--- config.mk ---
export PLATFORM = sky130hd
export DESIGN_NAME = sfu_acc_pipe
export DESIGN_NICKNAME = d
export VERILOG_FILES = /design/src/rtl/sfu_pkg.sv /design/src/rtl/sfu_lane.sv /design/src/rtl/sfu_acc_pipe.sv
export SDC_FILE = /design/constraint.sdc
export NUM_CORES = 1
export LEC_CHECK = 0
export BUFFER_PORTS_ARGS = -buffer_cell sky130_fd_sc_hd__buf_2
export CORE_MARGIN = 3
export CORE_UTILIZATION = 52
export CTS_BUF_LIST = sky130_fd_sc_hd__clkbuf_8
export DETAILED_ROUTE_END_ITERATION = 10
export GPL_ROUTABILITY_DRIVEN = 0
export GPL_TIMING_DRIVEN = 0
export PLACE_DENSITY = 0.86
export SYNTH_ARGS = -nofsm -noshare
export SYNTH_HDL_FRONTEND = slang
export SYNTH_SLANG_ARGS = --single-unit
--- constraint.sdc ---
create_clock -name clk -period 2.75 [get_ports clk]
set_input_delay 0.6875 -clock clk [delete_from_list [all_inputs] [get_ports clk]]
set_output_delay 0.6875 -clock clk [all_outputs]
set_load 0.01 [all_outputs]
--- src/rtl/sfu_pkg.sv ---
`default_nettype none
// +--------------------------------------------------------------------------+
// | sfu_pkg                                                                  |
// | Shared types for the special-function accumulate pipe: job mode codes,   |
// | control FSM states and the lane-slice offset helper.                     |
// | Revision: 1.0                                                            |
// +--------------------------------------------------------------------------+
package sfu_pkg;

   typedef enum logic [1:0] {
      MODE_NOP  = 2'b00,
      MODE_LOAD = 2'b01,
      MODE_ACC  = 2'b10,
      MODE_RELU = 2'b11
   } mode_e;

   typedef enum logic [1:0] {
      ST_IDLE  = 2'd0,
      ST_RUN   = 2'd1,
      ST_DRAIN = 2'd2,
      ST_DONE  = 2'd3
   } state_e;

   // Low bit of lane 'lane' inside a packed row of 'bw'-bit lanes.
   function automatic int lane_lo(input int lane, input int bw);
      return lane * bw;
   endfunction

endpackage
`default_nettype wire

--- src/rtl/sfu_lane.sv ---
`default_nettype none
// +--------------------------------------------------------------------------+
// | sfu_lane                                                                 |
// | One lane of the write-back datapath (combinational).                     |
// |   mode  in  job mode (LOAD / ACC / RELU)                                 |
// |   fifo  in  lane value popped from the output FIFO                       |
// |   mem   in  lane value read from psum memory                             |
// |   din   out lane value to write back                                     |
// | Revision: 1.0                                                            |
// +--------------------------------------------------------------------------+
module sfu_lane
   import sfu_pkg::*;
#(
   parameter int PSUM_BW = 16,
   parameter int SAT     = 1
)(
   input  mode_e              mode,
   input  logic [PSUM_BW-1:0] fifo,
   input  logic [PSUM_BW-1:0] mem,
   output logic [PSUM_BW-1:0] din
);

   localparam logic [PSUM_BW-1:0] POS_MAX = {1'b0, {(PSUM_BW-1){1'b1}}};
   localparam logic [PSUM_BW-1:0] NEG_MIN = {1'b1, {(PSUM_BW-1){1'b0}}};

   logic [PSUM_BW:0]   sum;
   logic               ovf;
   logic [PSUM_BW-1:0] acc;

   // One guard bit: overflow shows up as disagreement between the top two bits,
   // and the guard bit alone tells the true sign of the result.
   assign sum = {mem[PSUM_BW-1], mem} + {fifo[PSUM_BW-1], fifo};
   assign ovf = sum[PSUM_BW] ^ sum[PSUM_BW-1];
   assign acc = ((SAT != 0) && ovf) ? (sum[PSUM_BW] ? NEG_MIN : POS_MAX)
                                    : sum[PSUM_BW-1:0];

   always_comb begin
      din = '0;
      case (mode)
         MODE_LOAD: din = fifo;
         MODE_ACC:  din = acc;
         MODE_RELU: din = mem[PSUM_BW-1] ? '0 : mem;
         default:   din = '0;
      endcase
   end

endmodule
`default_nettype wire

--- src/rtl/sfu_acc_pipe.sv ---
`default_nettype none
// +--------------------------------------------------------------------------+
// | sfu_acc_pipe                                                             |
// | Post-array special-function unit. Runs one addressed pass over psum      |
// | memory per job in LOAD, ACC (saturating) or RELU mode through a          |
// | read / compute / write pipeline, stalling on an empty output FIFO.       |
// |   clk, reset_n           clock, async active-low reset                   |
// |   start, mode            job request and mode (latched in IDLE)          |
// |   base_addr, len         first row and row count of the pass             |
// |   busy, done             job status, done is a one-cycle pulse           |
// |   ofifo_out/valid/rd     output FIFO head row, non-empty flag, pop       |
// |   psum_mem_rd/raddr/dout read port, data one cycle after the strobe      |
// |   psum_mem_wr/waddr/din  registered write port                           |
// | Revision: 1.0                                                            |
// +--------------------------------------------------------------------------+
module sfu_acc_pipe
   import sfu_pkg::*;
#(
   parameter int COL     = 8,
   parameter int PSUM_BW = 16,
   parameter int ADDR_W  = 4,
   parameter int SAT     = 1
)(
   input  logic                     clk,
   input  logic                     reset_n,
   input  logic                     start,
   input  logic [1:0]               mode,
   input  logic [ADDR_W-1:0]        base_addr,
   input  logic [ADDR_W:0]          len,
   output logic                     busy,
   output logic                     done,
   input  logic [COL*PSUM_BW-1:0]   ofifo_out,
   input  logic                     ofifo_valid,
   output logic                     ofifo_rd,
   output logic                     psum_mem_rd,
   output logic [ADDR_W-1:0]        psum_mem_raddr,
   input  logic [COL*PSUM_BW-1:0]   psum_mem_dout,
   output logic                     psum_mem_wr,
   output logic [ADDR_W-1:0]        psum_mem_waddr,
   output logic [COL*PSUM_BW-1:0]   psum_mem_din
);

   localparam int                ROW_W    = COL * PSUM_BW;
   localparam logic [ADDR_W:0]   ONE_ROW  = {{ADDR_W{1'b0}}, 1'b1};
   localparam logic [ADDR_W-1:0] ONE_ADDR = {{(ADDR_W-1){1'b0}}, 1'b1};

   state_e            state;
   mode_e             job_mode;
   mode_e             req_mode;
   logic [ADDR_W-1:0] addr;
   logic [ADDR_W:0]   remaining;
   logic              issue;

   logic              s1_valid;
   logic [ADDR_W-1:0] s1_addr;
   logic [ROW_W-1:0]  s1_fifo;
   logic [ROW_W-1:0]  lane_din;

   assign req_mode = mode_e'(mode);

   // RELU never consumes FIFO data, so it issues every RUN cycle; the other
   // modes advance only when a FIFO row is available.
   assign issue          = (state == ST_RUN) && ((job_mode == MODE_RELU) || ofifo_valid);
   assign ofifo_rd       = issue && (job_mode != MODE_RELU);
   assign psum_mem_rd    = issue && (job_mode != MODE_LOAD);
   assign psum_mem_raddr = addr;

   // Control FSM and address generation.
   always_ff @(posedge clk or negedge reset_n) begin
      if (!reset_n) begin
         state     <= ST_IDLE;
         job_mode  <= MODE_NOP;
         addr      <= '0;
         remaining <= '0;
         busy      <= 1'b0;
         done      <= 1'b0;
      end else begin
         done <= 1'b0;
         case (state)
            ST_IDLE: begin
               if (start) begin
                  busy      <= 1'b1;
                  job_mode  <= req_mode;
                  addr      <= base_addr;
                  remaining <= len;
                  if ((len != '0) && (req_mode != MODE_NOP)) begin
                     state <= ST_RUN;
                  end else begin
                     state <= ST_DONE;
                     done  <= 1'b1;
                  end
               end
            end
            ST_RUN: begin
               if (issue) begin
                  addr      <= addr + ONE_ADDR;
                  remaining <= remaining - ONE_ROW;
                  if (remaining == ONE_ROW) begin
                     state <= ST_DRAIN;
                  end
               end
            end
            ST_DRAIN: begin
               // Once stage 1 is empty the final write is on the port this
               // cycle, so done lands exactly one cycle after it.
               if (!s1_valid) begin
                  state <= ST_DONE;
                  done  <= 1'b1;
               end
            end
            ST_DONE: begin
               state <= ST_IDLE;
               busy  <= 1'b0;
            end
            default: state <= ST_IDLE;
         endcase
      end
   end

   // Stage 1 (FIFO row + memory read data) and stage 2 (write port).
   always_ff @(posedge clk or negedge reset_n) begin
      if (!reset_n) begin
         s1_valid       <= 1'b0;
         s1_addr        <= '0;
         s1_fifo        <= '0;
         psum_mem_wr    <= 1'b0;
         psum_mem_waddr <= '0;
         psum_mem_din   <= '0;
      end else begin
         s1_valid    <= issue;
         psum_mem_wr <= s1_valid;
         if (issue) begin
            s1_addr <= addr;
            s1_fifo <= ofifo_out;
         end
         if (s1_valid) begin
            psum_mem_waddr <= s1_addr;
            psum_mem_din   <= lane_din;
         end
      end
   end

   for (genvar i = 0; i < COL; i++) begin : g_lane
      sfu_lane #(
         .PSUM_BW (PSUM_BW),
         .SAT     (SAT)
      ) u_lane (
         .mode (job_mode),
         .fifo (s1_fifo[lane_lo(i, PSUM_BW) +: PSUM_BW]),
         .mem  (psum_mem_dout[lane_lo(i, PSUM_BW) +: PSUM_BW]),
         .din  (lane_din[lane_lo(i, PSUM_BW) +: PSUM_BW])
      );
   end

endmodule
`default_nettype wire

; ---- Word-level counts from Yosys, hierarchy flattened
; Cells that the tools add are included.
; W data, S select, Z words.
[classes]
n_addsub = 10
eq_ne = 13
n_mux = 50
n_bitwise = 8
n_reduce_logical = 14
[ops]
columns = cell, n
row1 = $pmux W16 S3, 8
row2 = $mux W16, 16
row3 = $add A16 B16 Y17, 8
row4 = $mux W15, 8
row5 = $mux W2, 5
row6 = $mux W5, 2
row7 = $pmux W5 S2, 1
row8 = $eq A2 B2 Y1 const B, 4
row9 = $mux W4, 2
row10 = $ne A2 B2 Y1 const B, 4
row11 = $pmux W2 S4, 1
row12 = $pmux W4 S2, 1
row13 = $xor A1 B1 Y1, 8
row14 = $reduce_bool A2 Y1, 3
row15 = $eq A5 B1 Y1 const B, 1
row16 = $reduce_bool A5 Y1, 1
row17 = $sub A5 B1 Y5 const B, 1
row18 = $add A4 B1 Y4 const B, 1
row19 = $eq A2 B1 Y1 const B, 2
row20 = $logic_and A1 B1 Y1, 4
row21 = $mux W1, 4
row22 = $ne A2 B1 Y1 const B, 2
row23 = $pmux W1 S2, 2
row24 = $reduce_and A2 Y1, 2
row25 = 4 further kinds, 4
[totals]
regBits = 281
word_cells = 107

; ---- Logic depth before layout (Yosys ltp)
; Gate-level depths: netlist (run 1).
[logic_depth]
ltp_word = 5
mapped_depth = 12
ltp_nobuf = 10

; ---- Cells and area by module
; A second synthesis (run 1) with hierarchy kept.
[unflattened]
cells_unflattened = 2548
area_unflattened_um2 = 21640.8
[by_module_without_submodules]
columns = mod, instances, cells_per_inst, area_each_um2, seq_area_each_um2
row1 = sfu_acc_pipe, 1, 944, 10789.1, 7031.7
row2 = sfu_lane (g_lane[4].u_lane ...), 4, 204, 1360.1, 0.0
row3 = sfu_lane (g_lane[1].u_lane ...), 3, 197, 1361.3, 0.0
row4 = sfu_lane (g_lane[0].u_lane), 1, 197, 1327.5, 0.0

; ---- Least setup slack after synthesis (run 1)
; Ideal clock, no wire load.
[synth_path]
path_type = in2reg
start = input psum_mem_dout[80]
end = register psum_mem_din[94]
setup_time_ns = 0.126
arrival_ns = 3.074
path_slack_ns = -0.450
stages = 10
cell_sequence = ha_1 -> fa_1 -> a21oi_1 -> o22a_1 -> a21oi_1 -> o211ai_2 -> or4b_1 -> buf_2 -> a211o_1 -> a221o_1
[synth_via]
elab_chain_cells = 4
elab_cells_between_ends = 5
classes_between = 1 x add/sub / 3 x mux / 1 x bitwise
[synth_rtl]
columns = item, line_no
row1 = "start, declared", sfu_acc_pipe.sv:37  ; input logic [COL*PSUM_BW-1:0] psum_mem_dout,
row2 = $add A16 B16 Y17 (*), sfu_lane.sv:32  ; assign sum = {mem[PSUM_BW-1], mem} + {fifo[PSUM_BW-1], fifo};
row3 = $mux W16 / $xor A1 B1 Y1 (equally long branches), "sfu_lane.sv:34, sfu_lane.sv:33"
row4 = $mux W16 (*), sfu_lane.sv:34  ; assign acc = ((SAT != 0) && ovf) ? (sum[PSUM_BW] ? NEG_MIN : POS_MAX)
row5 = $pmux W16 S3 (*), sfu_lane.sv:39  ; case (mode)
row6 = "end signal, assigned", sfu_acc_pipe.sv:138  ; psum_mem_din <= lane_din;
row7 = "end, declared", sfu_acc_pipe.sv:40  ; output logic [COL*PSUM_BW-1:0] psum_mem_din
; Mark *: on every way between the ends. The rest lies on a longest branch, timed or not.
; A chain may end at the register's enable or synchronous reset.

; ---- Worst setup path after layout (run 1)
[layout_path]
start = register s1_fifo[80]
end = register psum_mem_din[94]
[layout_via]
elab_chain_cells = 4
elab_cells_between_ends = 5
classes_between = 1 x add/sub / 3 x mux / 1 x bitwise
[layout_rtl]
columns = item, line_no
row1 = "start, declared", sfu_acc_pipe.sv:56  ; logic [ROW_W-1:0] s1_fifo;
row2 = "start signal, assigned", sfu_acc_pipe.sv:134  ; s1_fifo <= ofifo_out;
row3 = $add A16 B16 Y17 (*), sfu_lane.sv:32
row4 = $mux W16 / $xor A1 B1 Y1 (equally long branches), "sfu_lane.sv:34, sfu_lane.sv:33"
row5 = $mux W16 (*), sfu_lane.sv:34
row6 = $pmux W16 S3 (*), sfu_lane.sv:39
; Marks and branches as above.

==> results of run 1 <==
cells by family (layout without fill, tap and decap cells):
| kind of cell | count (synthesis) | in the layout |
|---|---|---|
| simple gates | 882 | 882 |
| fa+ha+maj | 147 | 147 |
| buf+inv | 169 | 726 |
| xor+xnor | 87 | 87 |
| mux | 13 | 13 |
| other cells | 0 | 13 |
| flops | 281 | 281 |
| compound gates | 737 | 737 |
through the flow:
| stage | hold slack, ns | worst slack (ns) | setup TNS [ns] |
|---|---|---|---|
| 5_1_grt | 0.196 | -0.230 | -1.63 |
| 3_3_place_gp | 0.359 | -4.21 | -1336.63 |
| 6_report | 0.203 | -0.188 | -0.514 |
| 4_1_cts | 0.186 | -0.144 | -0.176 |
| 2_1_floorplan | 0.352 | -0.275 | -1.76 |
| 3_5_place_dp | 0.364 | -1.12 | -97.48 |
placed cells by master, fill, tap and decap left out, types with 48 or more instances in the layout:
| cell type | instances |
|---|---|
| clkbuf_8 | 64 |
| nand2_1 | 496 |
| dfrtp_1 | 279 |
| a22oi_1 | 95 |
| xnor2_1 | 48 |
| clkbuf_1 | 58 |
| nor2_1 | 143 |
| o21ai_0 | 91 |
| buf_4 | 61 |
| inv_1 | 76 |
| ha_1 | 91 |
| buf_2 | 412 |
| a21oi_1 | 145 |
| o221ai_1 | 53 |
where the power goes:
group | switching, mW | internal (mW) | total [mW]
clock | 1.93 | 2.19 | 4.12
sequential | 1.62 | 5.97 | 7.59
combinational | 12.8 | 8.75 | 21.6
layer usage:
metal	share of wire [%]	vias up	track usage [%]	wire length [microns]
met5	0.12	-	0	92
li1	-	9594	-	-
met4	6.8	14	21.0	5270
met2	44	1519	56.4	34600
met3	12	374	12.2	9160
met1	37	10303	44.7	28800
what timing repair did:
item / in CTS / in global routing
cloned: 1 / 1
setup endpoints to repair: 211 / 117
gates resized for setup: 78 / 148
setup buffers: 28 / 32
hold endpoints to repair: 28 / 0
pin swaps: 24 / 54
hold buffers: 1 / 0
final timing paths:
kind	from	end	slack [ns]
setup reg to reg	s1_fifo[80]	psum_mem_din[94]	-0.19
hold / removal	ofifo_out[101]	s1_fifo[101]	0.20
hold reg to reg	s1_addr[0]	s1_addr[0]	0.48
setup / recovery	s1_fifo[80]	psum_mem_din[94]	-0.19
min in group asynchronous	reset_n	s1_fifo[90]	0.53
max in group asynchronous	reset_n	psum_mem_din[66]	1.19
sequential cells by signal, indices dropped and copies added (netlist names), 2 cells and up:
signal,flops
job_mode,2
psum_mem_din,128
psum_mem_raddr,4
psum_mem_waddr,4
remaining,5
s1_addr,4
s1_fifo,128
state,2
layout make-up:
type | count | area share, %
Tap cell | 468 | 2.33
Timing Repair Buffer | 476 | 10.5
Clock inverter | 30 | 0.727
Buffer | 100 | 2.18
Sequential cell | 281 | 28.0
Clock buffer | 61 | 3.34
Multi-Input combinational cell | 1866 | 51.9
Antenna cell | 13 | 0.129
Inverter | 59 | 0.881
Yosys cell counts (6+ instances only):
master and instances:
a211o_1 19, a211oi_1 30, a21o_1 41, a21oi_1 156
a221o_1 21, a221oi_1 19, a222oi_1 11, a22o_1 9
a22oi_1 95, a31o_2 8, a31oi_1 23, and3_1 20
and4_1 9, buf_1 10, clkbuf_1 95, dfrtp_1 281
fa_1 8, ha_1 135, inv_1 57, mux2_2 8
nand2_1 501, nand2b_1 12, nand3_1 38, nand4_1 7
nor2_1 149, nor2b_1 36, nor3_1 49, nor4_1 12
o211ai_1 12, o21a_1 18, o21ai_0 108, o21ai_1 6
o21bai_1 12, o221ai_1 55, o22ai_1 15, o2bb2ai_1 23
o31ai_1 10, or3_1 10, xnor2_1 49, xor2_1 35
critical path, cell delays in order, from the launching register on:
cell and delay [ns]:
dfrtp_1 0.42, ha_4 0.19, fa_2 0.42, a21oi_4 0.18
o22a_1 0.20, a21oi_2 0.08, o211ai_2 0.18, or4b_4 0.52
a211o_1 0.32, a221o_1 0.33
==> flow_summary.ini, run 1 <==
[outcome]
status = finished, violations left
violations = negative setup slack

[logic_synthesis]
synthSimpleGateAreaFrac_pct = 19.8
yosysTopAreaCell = dfrtp_1
synth.top_cell.area_share_pct = 36.0
synth_top_family_by_area = compound AO/OA/AOI/OAI gates
yosysWarnings = 0
syn_nets = 2730
ys_ff_latch = 281
synth_area_leaders = dfrtp_1, nand2_1, ha_1, a21oi_1, a22oi_1
syn-mean-instance-area_sq_um = 8.43
synth_compound_area_share_pct = 26.4
synth_xor_area_share_pct = 4.08
synth_fa_ha_area_share_pct = 9.68
ys_seq_area_share_pct = 36.0
synth_cell_type_count = 91
synth_ff_type = dfrtp_1
synthMuxAreaShare_pct = 0.718
syn_area_sq_um = 19500
syn_inst = 2316
async_flop_share_pct = 100
synth_edf_count = 0

[run]
drv_cap = 0

[cts]
htreeDepth = 2
clock_latency_ns = 0.68
clockBufferDepth = 3
clockRootBuffer = clkbuf_8
clk_pin_slew_worst_paths_ns = 0.06
cts_buffers = 51
cts_tree = yes
cts_sinks = 281

[timing]
max-slew-margin-rel_pct = 19.6
min_period_over_period_pct = 107
rsz0062_at_grt = yes
slew_violations = 0
period_minus_slack_ns = 2.94
fin_worst_skew_ns = 0.0261
setup_ws_ns = -0.188
setup_viol = 8
worst_pin_slew_ns = 1.21
fmax_mhz = 340
hold_viol_final = 0

[global_routing]
grt-ovfl-total = 0
grt_max_degree = 111
grt_pass1_vias = 20862
antenna_found_initial = 17
grt_first_pass_wirelength_microns = 113000
grt_usage_pct = 36.4

[setup_path]
critPathMaxFanout = 3
cp-end-kind = flop
path_class = reg2reg
worstPathRequired_ns = 3.31
cp.arrival_ns = 3.50
rr_worst_depth = 9
worstSetupStartpointType = flop

[layout]
nets = 3249
fin_area_sq_um = 25100
syn_to_final_growth_pct = 28.8
drive_above_1_share_pct = 26.8
post-route-util_pct = 68.4
final_cells = 3354
fillers = 2879
multi_input_area_sq_um = 13100
seqCellArea_sq_um = 7030

[detailed_routing]
drt_iter0_drc = 2086
drt-wirelength-per-cell_microns = 23.2
vias_per_cell = 6.50
vias = 21804
finalWirelength_microns = 77900
dr.pass1.iters = 9
drc = 0
ant_nets = 0

[floorplanning]
dieArea_sq_um = 39900
core_sq_um = 36800
pin_count = 412
chipWidth_microns = 200
die_y_microns = 200
start_util_pct = 53.1
fp-row-count = 70

[power]
vdd_drop_max_mv = 0.780
finalPower_mw = 33.3
power_density_nw_per_um2 = 1320
p_leak_nw = 12.1

[placement]
portBuffers = 411
dpl.hpwl_microns = 55700
postPlaceCellArea_sq_um = 22700
placed_cells = 3197

[min_path]
hp-class = in2reg
whs_path_depth = 3
Power figures use the tool's default switching activity.
==> run 2: changes to the inputs <==
--- a/config.mk
+++ b/config.mk
@@ -7,12 +7,14 @@
 export LEC_CHECK = 0
 export BUFFER_PORTS_ARGS = -buffer_cell sky130_fd_sc_hd__buf_2
 export CORE_MARGIN = 3
-export CORE_UTILIZATION = 52
+export CORE_UTILIZATION = 53
 export CTS_BUF_LIST = sky130_fd_sc_hd__clkbuf_8
 export DETAILED_ROUTE_END_ITERATION = 10
 export GPL_ROUTABILITY_DRIVEN = 0
 export GPL_TIMING_DRIVEN = 0
 export PLACE_DENSITY = 0.86
+export SKIP_CTS_REPAIR_TIMING = 1
 export SYNTH_ARGS = -nofsm -noshare
 export SYNTH_HDL_FRONTEND = slang
+export SYNTH_HIERARCHICAL = 1
 export SYNTH_SLANG_ARGS = --single-unit
==> flow_summary.ini, run 2 <==
[outcome]
status = finished, violations left
violations = negative setup slack

[setup_path]
worstSetupStartpointType = flop
r2r_setup_slack_ns = -0.16
path_class = reg2reg
cp-end-kind = flop
rr_worst_depth = 10
rr_startpoint = s1_fifo[88]
cp-endpoint = psum_mem_din[91]
cp.arrival_ns = 3.50
critPathMaxFanout = 7
worstPathRequired_ns = 3.34
startpoint = s1_fifo[88]
timing.rr.end = psum_mem_din[91]

[placement]
postPlaceCellArea_sq_um = 24900
portBuffers = 411
placed_cells = 3486
dpl.hpwl_microns = 54700

[detailed_routing]
finalWirelength_microns = 81700
vias_per_cell = 6.38
drt_iter0_drc = 2890
dr.pass1.iters = 8
drt-wirelength-per-cell_microns = 22.1
vias = 23649
drc = 0
ant_nets = 0

[min_path]
hp-class = in2reg

[logic_synthesis]
synth_ff_type = dfrtp_1
synth_area_leaders = dfrtp_1, nand2_1, ha_1, mux2_2, o21ai_0
synth_cell_type_count = 74
async_flop_share_pct = 100
synth_edf_count = 0
synth.top_cell.area_share_pct = 32.5
syn_area_sq_um = 21600
syn-mean-instance-area_sq_um = 8.49
syn_inst = 2548
yosysMostFrequentCell = nand2_1
synth_common_cells = nand2_1, dfrtp_1, o21ai_0, inv_1, ha_1
syn_nets = 2963
ys_ff_latch = 281
ys_seq_area_share_pct = 32.5
yosysWarnings = 6
yosysTopAreaCell = dfrtp_1

[run]
drv_cap = 0

[global_routing]
antenna_found_initial = 11
grt_first_pass_wirelength_microns = 114000
grt_max_degree = 126
grt-ovfl-total = 0
grt_usage_pct = 32.0
grt_pass1_vias = 22084

[floorplanning]
chipWidth_microns = 208
core_sq_um = 40000
pin_count = 412
start_util_pct = 54.1
fp-row-count = 73
dieArea_sq_um = 43300
die_y_microns = 208

[timing]
period_minus_slack_ns = 2.91
rsz0062_at_grt = yes
fmax_mhz = 344
worst_pin_slew_ns = 1.00
setup_viol = 58
hold_viol_final = 0
hold_slack_ns = 0.219
slew_violations = 0
tns_ns = -3.18
min_period_over_period_pct = 106
fin_worst_skew_ns = 0.0270
max-slew-margin-rel_pct = 33.1
setup_ws_ns = -0.158

[cts]
clockRootBuffer = clkbuf_8
clock_latency_ns = 0.66
clk_pin_slew_worst_paths_ns = 0.07
cts_tree = yes
cts_sinks = 281
htreeDepth = 2
clockBufferDepth = 3
cts_buffers = 52

[layout]
syn_to_final_growth_pct = 31.3
final_cells = 3707
final_common_cell = nand2_1
reg.largest.list = psum_mem_din: 128 flops, s1_fifo: 128 flops, remaining: 5 flops
fin_area_sq_um = 28400
fillers = 2657
drive_above_1_share_pct = 34.6
nets = 3546
final_cell_mix = nand2_1, buf_2, dfrtp_1, inv_1, o21ai_0

[power]
power_density_nw_per_um2 = 1370
vdd_drop_max_mv = 0.724
p_leak_nw = 14.0
finalPower_mw = 38.8
==> run 2: worst min-delay path by stage <==
stage	start	endpoint	slack (ns)	cells past startpoint
5_1_grt	ofifo_out[85]	s1_fifo[85]	0.21	3
3_5_place_dp	s1_valid	psum_mem_wr	0.42	0
4_1_cts	reset_n	s1_fifo[39]	-0.11	1
6_report	ofifo_out[99]	s1_fifo[99]	0.22	3
2_1_floorplan	s1_valid	psum_mem_wr	0.35	0
3_3_place_gp	s1_valid	psum_mem_wr	0.40	0
==> run 2: metrics by stage <==
stage	util (%)	setup WS, ns
CTS	65.2	-1.36
global placement	62.1	-4.05
global route	71.0	-0.193
detailed placement	62.2	-0.651
floorplan	-	-0.0762
finish	71.0	-0.158
==> run 2: power by group <==
part           switching [mW]  total, mW  internal [mW]
sequential               1.69       7.72           6.03
combinational            14.9       26.4           11.5
clock                    2.04       4.66           2.61
total                    18.6       38.8           20.2
==> run 2: critical path, stage by stage (launching register included) <==
cell      delay (ns)
dfrtp_1         0.42
ha_1            0.29
buf_2           0.20
and4_1          0.22
o21ai_1         0.13
o211ai_1        0.44
nand4_4         0.18
or3b_4          0.50
buf_8           0.17
o311ai_1        0.09
mux2_2          0.22
==> run 2: routing by layer <==
layer / part of all wire (%) / GRT usage (%) / up-vias
met3: 11 / 7.12 / 530
met1: 35 / 38.8 / 11127
met5: 0.071 / 0 / -
met4: 7.0 / 17.7 / 10
met2: 46 / 53.0 / 1893
li1: - / - / 10089
==> run 2: final cells by class <==
| cell class | instances | area [sq um] | share of cell area, % |
|---|---|---|---|
| clock inverter | 33 | 312 | 1.10 |
| antenna | 8 | 20.0 | 0.0705 |
| multi-input combinational | 1973 | 14900 | 52.3 |
| clock buffer | 64 | 881 | 3.10 |
| buffer | 127 | 882 | 3.10 |
| tap | 525 | 657 | 2.31 |
| inverter | 163 | 612 | 2.15 |
| timing repair buffer | 533 | 3150 | 11.1 |
| sequential | 281 | 7040 | 24.8 |
==> run 2: cell families after synthesis <==
kind of cell / after synthesis / synth area share (%)
AOI/OAI and AO/OA: 642 / 22.4
xor gates and xnor gates: 84 / 3.40
and+or+nand+nor: 956 / 19.1
adders and majority gates: 144 / 8.60
DFF: 281 / 32.5
muxes: 147 / 7.58
buffers and inverters: 294 / 6.43
